$ cat config.mk
export PLATFORM = sky130hd
export DESIGN_NAME = prism_cfg_sequencer_flat
export DESIGN_NICKNAME = d
export VERILOG_FILES = /design/src/rtl/prism_cfg_sequencer_if.sv /design/src/rtl/prism_cfg_sequencer.sv /design/src/flat_wrapper.sv
export SDC_FILE = /design/constraint.sdc
export NUM_CORES = 1
export LEC_CHECK = 0
export ABC_AREA = 1
export CORE_MARGIN = 1.5
export CORE_UTILIZATION = 45
export CTS_CLUSTER_DIAMETER = 50
export CTS_CLUSTER_SIZE = 20
export DETAILED_ROUTE_END_ITERATION = 8
export PLACE_DENSITY_LB_ADDON = 0.15
export SLEW_MARGIN = 25
export SYNTH_ARGS = -nofsm -noshare
export SYNTH_HDL_FRONTEND = slang
export SYNTH_SLANG_ARGS = --single-unit
$ cat constraint.sdc
create_clock -name clk -period 2.9 [get_ports clk]
set_clock_uncertainty 0.15 [all_clocks]
set_input_delay 0.58 -clock clk [delete_from_list [all_inputs] [get_ports clk]]
set_output_delay 0.58 -clock clk [all_outputs]
set_load 0.05 [all_outputs]
$ cat src/rtl/prism_cfg_sequencer_if.sv
// Host/target bundle for prism_cfg_sequencer: command push port, run control,
// direct host write path, PRISM debug/config write port and status.
interface prism_cfg_sequencer_if #(
  parameter int DEPTH = 4
);
  localparam int LW = $clog2(DEPTH) + 1;

  logic          cmd_valid;
  logic          cmd_ready;
  logic [5:0]    cmd_addr;
  logic [31:0]   cmd_data;
  logic          start;
  logic          start_rst;
  logic          abort;
  logic          host_wr;
  logic [5:0]    host_addr;
  logic [31:0]   host_wdata;
  logic          tgt_wr;
  logic [5:0]    tgt_addr;
  logic [31:0]   tgt_wdata;
  logic [31:0]   tgt_rdata;
  logic          tgt_reset;
  logic          tgt_hold;
  logic          busy;
  logic [LW-1:0] level;
  logic          done_irq;
  logic          irq_clr;
  logic          err;

  modport master (
    output cmd_valid, cmd_addr, cmd_data, start, start_rst, abort,
           host_wr, host_addr, host_wdata, tgt_rdata, irq_clr,
    input  cmd_ready, tgt_wr, tgt_addr, tgt_wdata, tgt_reset, tgt_hold,
           busy, level, done_irq, err
  );

  modport slave (
    input  cmd_valid, cmd_addr, cmd_data, start, start_rst, abort,
           host_wr, host_addr, host_wdata, tgt_rdata, irq_clr,
    output cmd_ready, tgt_wr, tgt_addr, tgt_wdata, tgt_reset, tgt_hold,
           busy, level, done_irq, err
  );
endinterface

$ cat src/rtl/prism_cfg_sequencer.sv
// Command-queue sequencer draining (addr,data) pairs into the PRISM config port.
// Optional PRISM_SEQ_READBACK_EN adds a post-gap readback CHECK with sticky err.
module prism_cfg_sequencer #(
  parameter int DEPTH      = 4,
  parameter int GAP        = 3,
  parameter int RST_CYCLES = 2
) (
  input logic                  clk,
  input logic                  rst_n,
  prism_cfg_sequencer_if.slave bus
);
  localparam int ADDR_W = 6;
  localparam int DATA_W = 32;
  localparam int PW     = $clog2(DEPTH);
  localparam int LW     = PW + 1;
  localparam int GW     = $clog2(GAP + 1);
  localparam int RW     = $clog2(RST_CYCLES + 1);

  typedef enum logic [2:0] {
    S_IDLE, S_RST, S_ISSUE, S_GAP, S_CHECK, S_DONE
  } state_t;

  logic [ADDR_W-1:0] mem_addr [DEPTH];
  logic [DATA_W-1:0] mem_data [DEPTH];
  logic [PW-1:0]     wr_ptr, rd_ptr;
  logic [LW-1:0]     count;
  logic [ADDR_W-1:0] head_addr;
  logic [DATA_W-1:0] head_data;

  state_t            state_q, state_d;
  logic [GW-1:0]     gap_cnt_q, gap_cnt_d;
  logic [RW-1:0]     rst_cnt_q, rst_cnt_d;
  logic              seq_wr, push, pop, flush, set_done, set_err;
  logic              done_irq_q;
  logic [ADDR_W-1:0] last_addr_q;

  assign head_addr     = mem_addr[rd_ptr];
  assign head_data     = mem_data[rd_ptr];
  assign bus.cmd_ready = (count != LW'(DEPTH));
  assign push          = bus.cmd_valid && bus.cmd_ready && !flush;
  assign pop           = seq_wr && !flush;

`ifdef PRISM_SEQ_READBACK_EN
  logic              err_q;
  logic [DATA_W-1:0] last_data_q;
  logic              rb_mismatch;

  assign rb_mismatch = (bus.tgt_rdata != last_data_q);
  assign bus.err     = err_q;
`else
  logic unused_rdata;

  assign unused_rdata = ^bus.tgt_rdata;
  assign bus.err      = 1'b0;
`endif

  always_comb begin
    state_d   = state_q;
    gap_cnt_d = gap_cnt_q;
    rst_cnt_d = rst_cnt_q;
    seq_wr    = 1'b0;
    flush     = 1'b0;
    set_done  = 1'b0;
    set_err   = 1'b0;
    // The sequenced strobe yields to a host write; a strobe coincident with abort still goes out.
    if (state_q == S_ISSUE && !bus.host_wr) seq_wr = 1'b1;
    if (bus.abort) begin
      flush   = 1'b1;
      state_d = S_IDLE;
    end else begin
      case (state_q)
        S_IDLE: begin
          if (bus.start) begin
            if (count != '0) begin
              rst_cnt_d = '0;
              state_d   = bus.start_rst ? S_RST : S_ISSUE;
            end else begin
              set_done = 1'b1;
              state_d  = S_DONE;
            end
          end
        end
        S_RST: begin
          if (rst_cnt_q == RW'(RST_CYCLES - 1)) state_d = S_ISSUE;
          else rst_cnt_d = rst_cnt_q + 1'b1;
        end
        S_ISSUE: begin
          if (!bus.host_wr) begin
            gap_cnt_d = '0;
            state_d   = S_GAP;
          end
        end
        S_GAP: begin
          // A host write lands on the same latch path, so the settle window starts over.
          if (bus.host_wr) begin
            gap_cnt_d = '0;
          end else if (gap_cnt_q == GW'(GAP - 1)) begin
`ifdef PRISM_SEQ_READBACK_EN
            state_d = S_CHECK;
`else
            if (count != '0) begin
              state_d = S_ISSUE;
            end else begin
              set_done = 1'b1;
              state_d  = S_DONE;
            end
`endif
          end else begin
            gap_cnt_d = gap_cnt_q + 1'b1;
          end
        end
`ifdef PRISM_SEQ_READBACK_EN
        S_CHECK: begin
          if (rb_mismatch) begin
            set_err  = 1'b1;
            flush    = 1'b1;
            set_done = 1'b1;
            state_d  = S_DONE;
          end else if (count != '0) begin
            state_d = S_ISSUE;
          end else begin
            set_done = 1'b1;
            state_d  = S_DONE;
          end
        end
`endif
        S_DONE:  state_d = S_IDLE;
        default: state_d = S_IDLE;
      endcase
    end
  end

  always_ff @(posedge clk or negedge rst_n) begin
    if (!rst_n) begin
      state_q     <= S_IDLE;
      gap_cnt_q   <= '0;
      rst_cnt_q   <= '0;
      wr_ptr      <= '0;
      rd_ptr      <= '0;
      count       <= '0;
      last_addr_q <= '0;
      done_irq_q  <= 1'b0;
    end else begin
      state_q   <= state_d;
      gap_cnt_q <= gap_cnt_d;
      rst_cnt_q <= rst_cnt_d;
      if (seq_wr) last_addr_q <= head_addr;
      if (flush) begin
        wr_ptr <= '0;
        rd_ptr <= '0;
        count  <= '0;
      end else begin
        if (push) wr_ptr <= wr_ptr + 1'b1;
        if (pop)  rd_ptr <= rd_ptr + 1'b1;
        count <= count + LW'(push) - LW'(pop);
      end
      if (set_done)         done_irq_q <= 1'b1;
      else if (bus.irq_clr) done_irq_q <= 1'b0;
    end
  end

  always_ff @(posedge clk) begin
    if (push) begin
      mem_addr[wr_ptr] <= bus.cmd_addr;
      mem_data[wr_ptr] <= bus.cmd_data;
    end
  end

`ifdef PRISM_SEQ_READBACK_EN
  always_ff @(posedge clk) begin
    if (seq_wr) last_data_q <= head_data;
  end

  always_ff @(posedge clk or negedge rst_n) begin
    if (!rst_n)                       err_q <= 1'b0;
    else if (set_err)                 err_q <= 1'b1;
    else if (bus.irq_clr && !set_done) err_q <= 1'b0;
  end
`endif

  assign bus.tgt_wr    = bus.host_wr | seq_wr;
  assign bus.tgt_addr  = bus.host_wr ? bus.host_addr  : (seq_wr ? head_addr : last_addr_q);
  assign bus.tgt_wdata = bus.host_wr ? bus.host_wdata : (seq_wr ? head_data : '0);
  assign bus.tgt_reset = (state_q == S_RST);
  assign bus.tgt_hold  = (state_q != S_IDLE);
  assign bus.busy      = (state_q != S_IDLE);
  assign bus.level     = count;
  assign bus.done_irq  = done_irq_q;
endmodule

$ cat src/flat_wrapper.sv
// flat-port wrapper written by rule: the top's interface ports become plain ports
module prism_cfg_sequencer_flat 
#(
  parameter int DEPTH      = 4,
  parameter int GAP        = 3,
  parameter int RST_CYCLES = 2
)
  (clk, rst_n, bus_cmd_valid, bus_cmd_addr, bus_cmd_data, bus_start, bus_start_rst, bus_abort, bus_host_wr, bus_host_addr, bus_host_wdata, bus_tgt_rdata, bus_irq_clr, bus_cmd_ready, bus_tgt_wr, bus_tgt_addr, bus_tgt_wdata, bus_tgt_reset, bus_tgt_hold, bus_busy, bus_level, bus_done_irq, bus_err);
  prism_cfg_sequencer_if #(.DEPTH(DEPTH)) bus_i ();
  input logic clk;
  input logic rst_n;
  input wire logic [$bits(bus_i.cmd_valid)-1:0] bus_cmd_valid;
  input wire logic [$bits(bus_i.cmd_addr)-1:0] bus_cmd_addr;
  input wire logic [$bits(bus_i.cmd_data)-1:0] bus_cmd_data;
  input wire logic [$bits(bus_i.start)-1:0] bus_start;
  input wire logic [$bits(bus_i.start_rst)-1:0] bus_start_rst;
  input wire logic [$bits(bus_i.abort)-1:0] bus_abort;
  input wire logic [$bits(bus_i.host_wr)-1:0] bus_host_wr;
  input wire logic [$bits(bus_i.host_addr)-1:0] bus_host_addr;
  input wire logic [$bits(bus_i.host_wdata)-1:0] bus_host_wdata;
  input wire logic [$bits(bus_i.tgt_rdata)-1:0] bus_tgt_rdata;
  input wire logic [$bits(bus_i.irq_clr)-1:0] bus_irq_clr;
  output wire logic [$bits(bus_i.cmd_ready)-1:0] bus_cmd_ready;
  output wire logic [$bits(bus_i.tgt_wr)-1:0] bus_tgt_wr;
  output wire logic [$bits(bus_i.tgt_addr)-1:0] bus_tgt_addr;
  output wire logic [$bits(bus_i.tgt_wdata)-1:0] bus_tgt_wdata;
  output wire logic [$bits(bus_i.tgt_reset)-1:0] bus_tgt_reset;
  output wire logic [$bits(bus_i.tgt_hold)-1:0] bus_tgt_hold;
  output wire logic [$bits(bus_i.busy)-1:0] bus_busy;
  output wire logic [$bits(bus_i.level)-1:0] bus_level;
  output wire logic [$bits(bus_i.done_irq)-1:0] bus_done_irq;
  output wire logic [$bits(bus_i.err)-1:0] bus_err;
  assign bus_i.cmd_valid = bus_cmd_valid;
  assign bus_i.cmd_addr = bus_cmd_addr;
  assign bus_i.cmd_data = bus_cmd_data;
  assign bus_i.start = bus_start;
  assign bus_i.start_rst = bus_start_rst;
  assign bus_i.abort = bus_abort;
  assign bus_i.host_wr = bus_host_wr;
  assign bus_i.host_addr = bus_host_addr;
  assign bus_i.host_wdata = bus_host_wdata;
  assign bus_i.tgt_rdata = bus_tgt_rdata;
  assign bus_i.irq_clr = bus_irq_clr;
  assign bus_cmd_ready = bus_i.cmd_ready;
  assign bus_tgt_wr = bus_i.tgt_wr;
  assign bus_tgt_addr = bus_i.tgt_addr;
  assign bus_tgt_wdata = bus_i.tgt_wdata;
  assign bus_tgt_reset = bus_i.tgt_reset;
  assign bus_tgt_hold = bus_i.tgt_hold;
  assign bus_busy = bus_i.busy;
  assign bus_level = bus_i.level;
  assign bus_done_irq = bus_i.done_irq;
  assign bus_err = bus_i.err;
  prism_cfg_sequencer #(.DEPTH(DEPTH), .GAP(GAP), .RST_CYCLES(RST_CYCLES)) u_core (.clk(clk), .rst_n(rst_n), .bus(bus_i));
endmodule
==> flow_metrics.py <==
metrics = {
    "yosys": {
        "async_reset_ff_share_pct": 12.14,
        "synth_edf_count": 152,
        "synthFlopType": "edfxtp_1",
        "syn-num-nets": 829,
        "yosys_register_bits": 173,
        "synth_area_leaders": "edfxtp_1 61%, nand2_1 12%, nand3_1 8.5%, dfrtp_1 7.1%, nor2_1 2.2%",
        "yosysTopAreaCell": "edfxtp_1",
        "yosysMostFrequentCell": "nand2_1",
        "ys_types": 22,
        "syn-cell-area_sq_um": 7450,
        "yosys_warnings": 0,
        "yosys-top-cells-count": "245 x nand2_1, 152 x edfxtp_1, 126 x nand3_1, 43 x nor2_1, 35 x inv_1",
        "synthesis.area_per_instance_sq_um": 10.58,
        "ys_seq_area_share_pct": 68.32,
        "yosys.area.top_type_share_pct": 61.27,
        "synthesis.instances": 704,
    },
    "min_path": {
        "hold_end": "u_core.rst_cnt_q[1]",
        "hold_class": "register to register",
        "hold_start": "u_core.rst_cnt_q[1]",
        "whs_path_depth": 2,
    },
    "floorplanning": {
        "fp.coreArea_sq_um": 16000,
        "die_y_um": 131.7,
        "die-area_sq_um": 17340,
        "row_count": 46,
        "top_level_ports": 164,
        "start_util_pct": 46.56,
        "die_w_um": 131.7,
    },
    "place": {
        "dp_cells": 1032,
        "place_congestion": 0.8348,
        "numPortBuffers": 130,
        "hpwl_um": 10240,
    },
    "cells_and_area": {
        "drive_above_1_share_pct": 11.79,
        "nFillCells": 1265,
        "insertedDiodeCount": 0,
        "fin_cells": 1064,
        "area_growth_pct": 34.85,
        "nNetsFinal": 960,
    },
    "global_routing": {
        "track_usage_pct": 19.85,
        "grt_remaining_overflow": 0,
        "grt_pass1_vias": 5344,
        "grt_max_degree": 51,
        "grt_antenna_before_repair": 0,
        "grt_pass1_wl_um": 26680,
    },
    "sta": {
        "slew_headroom_pct": 65.51,
        "setup_viol": 0,
        "fin_crit_ns": 2.765,
        "max_clock_freq_mhz": 361.7,
        "report.final.slew_viol_count": 0,
        "fin_crit_sh_pct": 95.35,
        "tightest_slew_ns": 0.5174,
        "hold_violations": 0,
        "grt_setup_unrepaired": "yes",
        "finalSetupTns_ns": 0,
    },
    "pwr": {
        "peakVddDrop_uv": 561.3,
        "power_frac_clock_pct": 29.2,
        "sw_frac_of_total_pct": 31.70,
        "leakagePower_uw": 0.003964,
        "cell_internal_pwr_uw": 5038,
        "pwr-share-comb_pct": 29.7,
        "p_sw_uw": 2338,
        "p_seq_share_pct": 41.1,
        "powerDensity_nw_per_um2": 734.2,
    },
    "routing": {
        "drt-total-wl_um": 16490,
        "routedWlPerCell_um": 15.50,
        "drtIter0Drc": 320,
        "drcViolationCount": 0,
        "dr_total_vias": 5320,
        "firstDrtPassIters": 5,
        "via_per_inst": 5.000,
        "detail-route-antenna-nets": 0,
    },
    "critical_path": {
        "required_ns": 2.17,
        "path_max_fanout": 19,
        "crit_slowest_cell": "dfrtp_1",
        "critPathTopFamily": "simple AND/OR/NAND/NOR gates",
        "arrival_ns": 2.04,
        "critPathKind": "register to output port",
        "crit_path_max_incr_delay_ns": 0.42,
        "cp-start-kind": "register",
        "ff2ff_path_depth": 11,
        "r2r_end": "u_core.bus.level[2]",
        "path_buf_inv": 4,
        "r2r-start": "u_core.state_q[1]",
        "crit_chain": "inv_2, nor2_4, nand3_4, inv_6, buf_8, nand3_1, nand2_1, buf_12",
        "end_kind": "output port",
        "rrSetupSlack_ns": 0.58,
    },
    "cts": {
        "clockBufferDepth": 2,
        "clk-insertion-delay-late_ns": 0.42,
        "cts_tree": "done",
        "clk_pin_slew_ns": 0.06,
        "clock-sinks": 173,
        "postCtsSetupRepairBufs": 0,
        "htreeDepth": 4,
        "numCtsBuffers": 17,
        "cts_root_buf": "clkbuf_16",
    },
    "outcome": {
        "outcome": "complete, no violations",
    },
    "job": {
        "cap_violations": 0,
    },
}
[cell families after synthesis]
group / share of synthesized area (%)
and+or+nand+nor: 24.02
DFF: 68.32
buffers and inverters: 4.400
AOI/OAI and AO/OA: 1.478
adders and majority gates: 1.612
xor gates and xnor gates: 0.1176
other: 0.05034
[worst max-delay path by stage]
| stage | from | endpoint | slack, ns | cells past startpoint |
|---|---|---|---|---|
| after floorplan | u_core.bus.level[1] | u_core.mem_addr[0][0] | -0.32 | 6 |
| after global placement | bus_host_wr | bus_tgt_wdata[13] | 0.13 | 8 |
| after detailed placement | bus_host_wr | bus_tgt_wdata[13] | 0.13 | 8 |
| after CTS | u_core.state_q[0] | bus_tgt_wdata[13] | 0.04 | 7 |
| after global routing | u_core.state_q[1] | bus_tgt_wdata[13] | -0.01 | 8 |
| final | u_core.state_q[1] | bus_tgt_wdata[13] | 0.13 | 8 |
[final cells by class]
cell class / instances / area [sq um] / area share (%)
clock buffer: 21 / 440.4 / 4.384
clock inverter: 11 / 120.1 / 1.196
inverter: 39 / 151.4 / 1.507
multi-input combinational: 456 / 2062 / 20.53
sequential: 173 / 5095 / 50.72
tap: 216 / 270.3 / 2.690
timing repair buffer: 148 / 1907 / 18.98
[power by group through the flow]
stage | registers [uW] | clock network, uW | logic [uW]
final | 3030 | 2150 | 2190
after global routing | 3050 | 2310 | 2380
after CTS | 3030 | 2190 | 2210
after detailed placement | 3080 | 0 | 2190
after global placement | 3070 | 0 | 2150
after floorplan | 3110 | 0 | 1280
[per-layer routing]
layer  vias to the layer above  track usage [%]  share of wire (%)
met5                         -                0                  0
met4                         0            8.025                1.5
met3                        20            5.093                6.0
li1                       2630                -                  -
met2                       170            33.45                 50
met1                      2500            24.42                 42
[flip-flops by register name, indices dropped and copies added, names as in the netlist]
name                 flops
u_core.rd_ptr            2
u_core.rst_cnt_q         2
u_core.bus.level         3
u_core.bus.done_irq      1
u_core.state_q           3
u_core.last_addr_q       6
u_core.wr_ptr            2
u_core.mem_data        128
u_core.mem_addr         24
u_core.gap_cnt_q         2
[tightest hold or removal path: stages (launching register included)]
cell and delay, ns:
dfrtp_1 0.35, nand2_1 0.06, nand2_1 0.05
[layout by cell type (no fill, tap or decap), types with 2 or more instances in the layout]
cell / instances
nor2_4: 5
clkinv_2: 2
dfrtp_1: 19
inv_1: 33
buf_12: 45
clkbuf_1: 4
ha_1: 8
nand2_1: 245
nor2_1: 39
a21oi_1: 4
nand3_1: 126
bufinv_16: 2
clkinvlp_4: 5
edfxtp_1: 152
inv_2: 5
and2_1: 6
clkbuf_16: 17
clkdlybuf4s50_1: 89
buf_4: 10
o21ai_0: 18
[stage by stage]
stage | power (uW) | setup slack, ns | utilization, % | hold slack [ns] | area [sq um]
global route | 7740 | -0.01002 | 62.79 | 0.3704 | 10050
global placement | 5226 | 0.1343 | 59.17 | 0.3061 | 9468
detailed placement | 5274 | 0.1309 | 59.17 | 0.3276 | 9468
floorplan | 4387 | -0.3231 | - | 0.1344 | 7460
CTS | 7425 | 0.04267 | 62.73 | 0.3424 | 10040
finish | 7376 | 0.1349 | 62.79 | 0.3370 | 10050
[repair_timing]
item                       in CTS  in global routing
resized for setup               4                  4
hold buffers                    0                  0
setup endpoints to repair      23                 11
No activity file was read; power rests on OpenSTA's default activity.
==> RTL change (same settings) <==
Build with the macro `PRISM_SEQ_READBACK_EN` defined.
--- a/src/rtl/prism_cfg_sequencer.sv
+++ b/src/rtl/prism_cfg_sequencer.sv
@@ -1,5 +1,7 @@
 // Command-queue sequencer draining (addr,data) pairs into the PRISM config port.
 // Optional PRISM_SEQ_READBACK_EN adds a post-gap readback CHECK with sticky err.
+`define PRISM_SEQ_READBACK_EN
+
 module prism_cfg_sequencer #(
   parameter int DEPTH      = 4,
   parameter int GAP        = 3,
Function: changed (a bounded check fails within 10 cycles, from zero or initial values and one cycle with rst_n low).
==> RTL change against the original RTL <==
The flow now finishes with violations (negative setup slack); sequential cell count grew 33; worst setup slack lost 140 ps; synthesized area grew 18%; routed wire length grew 36%; first-iteration DRC count grew 41%; count of clock-buffer cells in the layout is the same; cell area grew 21%; total power grew 26%; critical path type unchanged; largest power group unchanged; highest routed layer unchanged.
==> RTL change: results (changes against the original RTL) <==
layout:
  drive_above_1_share_pct: 19.81  # +8.0 points
  buffers: 217  # +47%
  n_all_inverters: 55  # +41%
  seq-cell-share_pct: 50.17  # -0.55 points
  largestRegisters: "u_core.mem_data (128), u_core.last_data_q (32), u_core.mem_addr (24)"
  clk_share_pct: 5.660  # +0.080 points
  multi_input_gates: 429  # -5.9%
  multiInputGateArea_um2: 2492  # +21%
  buffer_area_share_pct: 19.21  # +0.23 points
  regArea_um2: 6077  # +19%
  fillCellCount: 1449  # +15%
logic_synthesis:
  synth.distinct_cells: 36  # +64%
  synth_fp_nets: 850  # +2.5%
  ys_seq_area_share_pct: 69.38  # +1.1 points
  synthTopCellsByCount: "edfxtp_1, nor2_1, nand2_1, o21ai_0, inv_1"
  synth_area_leaders: "edfxtp_1, dfrtp_1, nor2_1"
  synth-xor-area-share_pct: 2.400  # +2.3 points
  synthCells: 725  # +3.0%
  synth-adder-area-share_pct: 1.372  # -0.24 points
  synth-compound-area-share_pct: 12.06  # +11 points
pwr:
  p_switching_mw: 3.063  # +31%
  combPwrFrac_pct: 31.2  # +1.5 points
  vdd_drop_max_uv: 444.0  # -21%
  pg_clk_mw: 2.62  # +22%
  power_mw: 9.299  # +26%
grt:
  grt_usage_pct: 21.88  # +2.0 points
  use_met3_pct: 4.509  # -0.58 points
  met2_usage_pct: 36.13  # +2.7 points
  grt_pass1_vias: 6174  # +16%
  grt_use_met1_pct: 29.43  # +5.0 points
  grt_pass1_wl_um: 33460  # +25%
placed_design:
  placed_area_um2: 10940  # +16%
  placedCellCount: 1144  # +11%
  place_ws_ps: -647.9  # -778.9 ps
  routabilityCongestion: 0.8684  # +4.0%
  io_buffer_count: 163  # +25%
  hpwl_um: 14150  # +38%
clocking:
  cts.sinks: 206  # +19%
  clock_latency_ps: 500  # +80 ps
  cts_inserted_buffers: 21  # +4
  clockBufferDepth: 3  # +1
  cts-htree-levels: 1  # -3
floorplan:
  placementRows: 50  # +8.7%
route:
  wl_per_cell_um: 18.56  # +20%
  dr_wl_met3_um: 1405  # +41%
  wl_um: 22350  # +36%
  drt-met1-wl_um: 9709  # +39%
  viasPerCell: 5.272  # +5.4%
sta:
  tns_ps: -3.958  # -3.958 ps
  finalSetupViolations: 1  # +1
  maxSlewHeadroom_pct: 66.45  # +0.95 points
  worst_slack_ps: -3.958  # -138.9 ps
status:
  status: "complete, but fails checks"
  violations: "negative setup slack"
critical_path:
  max_stage_delay_ps: 390  # -30 ps
  cp_max_fo: 28  # +9
  cpLargestDelayFamily: "buffers and inverters"
worst_hold_path:
  hp-class: "in -> async"
[RTL change: changes by cell type in the layout (fill, tap and decap cells not counted), moves of 23 or more]
| cell | change |
|---|---|
| o21ai_0 | +63 |
| edfxtp_1 | +32 |
| buf_12 | -23 |
| buf_4 | +48 |
| nand2_1 | -162 |
| nand3_1 | -121 |
| clkdlybuf4s50_1 | +24 |
| a22o_1 | +32 |
| nor2_1 | +69 |
[RTL change: what timing repair did]
action                                  CTS  global route
gates resized for setup                  27            35
buffers inserted                          9            11
endpoints found under the setup margin   36            42
pin swaps                                 3            18
gates cloned                              2             2
[RTL change: final timing paths]
path	endpoint	depth (start not counted)	slack, ps	startpoint
worst min-delay path	u_core.bus.err	2	300	rst_n
worst min register to register	u_core.bus.err	2	340	u_core.bus.err
max in group asynchronous	u_core.gap_cnt_q[0]	2	2020	rst_n
worst max register to register	u_core.bus.level[1]	15	190	u_core.last_data_q[22]
worst max-delay path	bus_tgt_wdata[22]	10	-4	u_core.state_q[1]
min in group clk	u_core.bus.err	2	340	u_core.bus.err
